File: src/rtl/rca_slice_sequencer.sv
// Digit-serial adder controller: computes x+y+ci one SLICE-bit digit per cycle
// through a single external ripple-carry adder attached on the slice_* ports.
module rca_slice_sequencer #(
    parameter int WIDTH = 16,
    parameter int SLICE = 4
) (
    input  logic             clk,
    input  logic             rst,
    input  logic             start,
    input  logic [WIDTH-1:0] x,
    input  logic [WIDTH-1:0] y,
    input  logic             ci,
    output logic             busy,
    output logic             done,
    output logic [WIDTH-1:0] z,
    output logic             co,
    output logic [SLICE-1:0] slice_x,
    output logic [SLICE-1:0] slice_y,
    output logic             slice_ci,
    input  logic [SLICE-1:0] slice_z,
    input  logic             slice_co
);
    localparam int NSLICES = WIDTH / SLICE;
    localparam int IDXW    = (NSLICES > 1) ? $clog2(NSLICES) : 1;
    localparam logic [IDXW-1:0] LAST_IDX = IDXW'(NSLICES - 1);

    typedef enum logic [1:0] {IDLE, RUN, DONE} state_t;

    state_t           state_reg, state_next;
    logic [WIDTH-1:0] xr_reg, yr_reg;
    logic [IDXW-1:0]  idx_reg;
    logic             carry_reg, co_reg, busy_reg, done_reg;
    logic             accept, last_step, running;

    assign running = (state_reg == RUN);

    always_comb begin
        state_next = state_reg;
        accept     = 1'b0;
        last_step  = 1'b0;
        case (state_reg)
            IDLE: begin
                if (start) begin
                    accept     = 1'b1;
                    state_next = RUN;
                end
            end
            RUN: begin
                if (idx_reg == LAST_IDX) begin
                    last_step  = 1'b1;
                    state_next = DONE;
                end
            end
            DONE: begin
                // A start seen in DONE chains straight into the next addition.
                accept     = start;
                state_next = start ? RUN : IDLE;
            end
            default: state_next = IDLE;
        endcase
    end

    always_ff @(posedge clk) begin
        if (rst) begin
            state_reg <= IDLE;
            busy_reg  <= 1'b0;
            done_reg  <= 1'b0;
        end else begin
            state_reg <= state_next;
            busy_reg  <= (state_next == RUN);
            done_reg  <= (state_next == DONE);
        end
    end

    always_ff @(posedge clk) begin
        if (rst) begin
            xr_reg    <= '0;
            yr_reg    <= '0;
            idx_reg   <= '0;
            carry_reg <= 1'b0;
            co_reg    <= 1'b0;
        end else if (accept) begin
            xr_reg    <= x;
            yr_reg    <= y;
            idx_reg   <= '0;
            carry_reg <= ci;
            co_reg    <= 1'b0;
        end else if (running) begin
            carry_reg <= slice_co;
            // idx parks on the last digit rather than wrapping.
            if (!last_step) idx_reg <= idx_reg + 1'b1;
            if (last_step)  co_reg  <= slice_co;
        end
    end

    // One digit register per result slice; only the digit under idx is written.
    generate
        for (genvar gi = 0; gi < NSLICES; gi++) begin : g_digit
            logic [SLICE-1:0] dig_reg;
            always_ff @(posedge clk) begin
                if (rst || accept) begin
                    dig_reg <= '0;
                end else if (running && idx_reg == IDXW'(gi)) begin
                    dig_reg <= slice_z;
                end
            end
            assign z[gi*SLICE +: SLICE] = dig_reg;
        end
    endgenerate

    assign slice_x  = running ? xr_reg[idx_reg*SLICE +: SLICE] : '0;
    assign slice_y  = running ? yr_reg[idx_reg*SLICE +: SLICE] : '0;
    assign slice_ci = running ? carry_reg : 1'b0;

    assign busy = busy_reg;
    assign done = done_reg;
    assign co   = co_reg;
endmodule

File: config.mk
export PLATFORM = sky130hd
export DESIGN_NAME = rca_slice_sequencer
export DESIGN_NICKNAME = d
export VERILOG_FILES = /design/src/rtl/rca_slice_sequencer.sv
export SDC_FILE = /design/constraint.sdc
export NUM_CORES = 1
export LEC_CHECK = 0
export CORE_MARGIN = 8
export CORE_UTILIZATION = 52
export CTS_BUF_LIST = sky130_fd_sc_hd__clkbuf_4
export DETAILED_ROUTE_END_ITERATION = 8
export PLACE_DENSITY_LB_ADDON = 0.12
export REMOVE_ABC_BUFFERS = 1
export SYNTH_ARGS = -nofsm -noshare
export SYNTH_HDL_FRONTEND = slang
export SYNTH_SLANG_ARGS = --single-unit
export TNS_END_PERCENT = 1
File: constraint.sdc
create_clock -name clk -period 2.7 [get_ports clk]
set_input_delay 0.54 -clock clk [delete_from_list [all_inputs] [get_ports clk]]
set_output_delay 0.54 -clock clk [all_outputs]
set_load 0.005 [all_outputs]
==> out/metrics.cfg <==
[outcome]
status=completed

[sta]
fmax_mhz=393
finalHoldViolations=0
maxSlewViolCount=0
setup_tns_ns=0
finalCritPeriodShare_pct=94.3
finalSetupViolCount=0
fin_ws_ns=0.155
period_minus_slack_ns=2.55
rsz0062_at_grt=no
relSlewSlack_pct=52.0
skew_ns=0.00948
tightestPinTransition_ns=0.719

[final_layout]
layout_commonest_cell=clkdlybuf4s50_1
multiInputGateArea_um2=1050
nNetsFinal=358
layout_common_cells=clkdlybuf4s50_1 (68), nand2_1 (65), dfxtp_1 (55), a21oi_1 (33), nor2_1 (25)
fill_cells=362
drive_gt1_share_pct=7.67
antenna-diode-count=0
regArea_um2=1120
syn_to_final_growth_pct=32.6

[place]
place_hpwl_um=3800
gp_congestion=0.716
dp_slack_ns=0.506
portBuffers=68

[hold_path]
holdPathStages=2
min_from=xr_reg[14]
min_to=xr_reg[14]
hold_path_class=reg2reg

[floorplanning]
dieWidth_um=82.3
start_util_pct=53.2
io_pins=69
rows=24
core_um2=4290
die_area_um2=6770
die_y_um=82.3

[logic_synthesis]
yosysSeqAreaShare_pct=49.1
synth_compound_area_share_pct=7.78
synth-seq-cells=56
synth-xor-area-share_pct=0.383
muxShareOfSynthArea_pct=15.8
synthCells=250
synthAdderAreaFrac_pct=2.19
yosys.cell_types.count=20
netlist_area_um2=2280
syn_avg_cell_area_um2=9.14
synth_top_family_by_area=simple AND/OR/NAND/NOR gates
synth-warning-count=0
synth-simple-area-share_pct=19.9

[drt]
drc_errors=0
first_pass_iters=4
drtIter0Drc=85
num_vias=1884
via_per_inst=5.16
wl_um=5150
postRouteAntennaNets=0
wire_per_inst_um=14.1

[global_routing]
overflow=0
track_usage_pct=16.1
grt_pass1_vias=1936
antenna_found_initial=0
grt_max_degree=38
grt_pass1_wl_um=8560

[clock_tree]
postCtsHoldBufs=0
clock-root-buffer=clkbuf_4
cts_tree=yes
cts_num_sinks=56
htreeDepth=2
clock_path_buffers=2
clkTransAtPathRegs_ns=0.14
cts_buffers=5
insertion_delay_ns=0.37

[setup_path]
worst_setup_path_start_kind=flip-flop
crit_path_end_kind=output port
critical-path-max-stage-delay_ns=0.50
r2r-start=idx_reg[1]
r2r-end=g_digit[3].dig_reg[3]
r2r_slack_ns=1.10
reg2reg_depth=4
worst_path_max_delay_cell=mux4_2
arrival_ns=2.01
path_class=reg2out
cp_max_fo=7
crit_chain=buf_4 -> mux4_2 -> nor2b_1 -> clkdlybuf4s50_1
cp.required_ns=2.16

[run]
max_cap_violations=0

[power]
vdd.ir_drop.worst_uv=278
leakage_nw=1.22
powerDensity_nw_per_um2=481

-- synthesized netlist by cell type, drive strengths merged --
master  number  area share, %
a21oi       33            7.2
nand3b       4            1.3
ha           4            2.2
o21ai        1           0.22
buf         14            3.7
nand2       65             11
dfxtp       56             49
a211oi       1           0.33
clkbuf       4           0.66
mux4         8            7.9
nor2        25            4.1
nor2b        9            2.5
nand2b       3           0.82
xnor2        1           0.38
mux2i       18            7.9
inv          3           0.49
nor3b        1           0.55
-- power breakdown --
group / total (W) / internal (W) / switching, W
combinational: 0.000224 / 0.000125 / 0.0000984
sequential: 0.000885 / 0.000864 / 0.0000206
clock: 0.000348 / 0.000107 / 0.000241
-- area by class of cell --
cell class	instances	area share, %
multi-input cells	173	34.8
clock buffers	6	1.49
clock inverters	1	0.165
flip-flops and latches	56	37.1
inverters	3	0.372
well taps	52	2.15
repair buffers	74	24.0
-- cell families (layout without fill, tap and decap cells) --
| family | Yosys count | in the layout |
|---|---|---|
| AO/OA/AOI/OAI | 35 | 35 |
| XOR/XNOR | 1 | 1 |
| adder cells (fa/ha/maj) | 4 | 4 |
| buffers and inverters | 21 | 84 |
| flip-flops | 56 | 56 |
| multiplexers | 26 | 26 |
| AND/OR/NAND/NOR | 107 | 107 |
-- what timing repair did --
action | CTS | global route
hold endpoints to repair | 0 | 0
endpoints found under the setup margin | 0 | 3
resized for setup | 0 | 1
buffers inserted | 0 | 0
-- metrics by stage --
| stage | cells | hold WS [ns] | power [W] | util, % | cell area, um^2 |
|---|---|---|---|---|---|
| CTS | 365 | 0.463 | 0.00147 | 70.5 | 3030 |
| detailed placement | 358 | 0.444 | 0.00113 | 69.3 | 2980 |
| global route | 365 | 0.487 | 0.00153 | 70.5 | 3030 |
| finish | 365 | 0.462 | 0.00146 | 70.5 | 3030 |
| floorplan | 232 | 0.427 | 0.00100 | - | 2180 |
| global placement | 358 | 0.441 | 0.00112 | 69.3 | 2980 |
-- routing by layer --
metal	vias up	wire length, um	part of all wire, %	GRT usage (%)
li1	944	-	-	-
met1	879	2140	42	19.6
met2	54	2550	50	27.2
met3	7	385	7.5	4.00
met4	0	70	1.4	5.26
met5	-	0	0	0
-- worst max-delay path: cells and delay by family, from the launching register on --
family | cells | cell delay, ns
and+or+nand+nor | 1 | 0.15
muxes | 1 | 0.50
DFF | 1 | 0.35
buffers and inverters | 2 | 0.63
-- worst max-delay path by stage --
stage	slack, ns	startpoint	cells after the start	to
6_report	0.15	idx_reg[0]	4	slice_y[3]
5_1_grt	0.01	idx_reg[0]	4	slice_y[3]
4_1_cts	0.07	idx_reg[1]	3	slice_y[3]
3_5_place_dp	0.51	idx_reg[1]	3	slice_x[3]
3_3_place_gp	0.54	idx_reg[1]	3	slice_y[3]
2_1_floorplan	0.74	start	3	busy
Power figures use the tool's default switching activity.
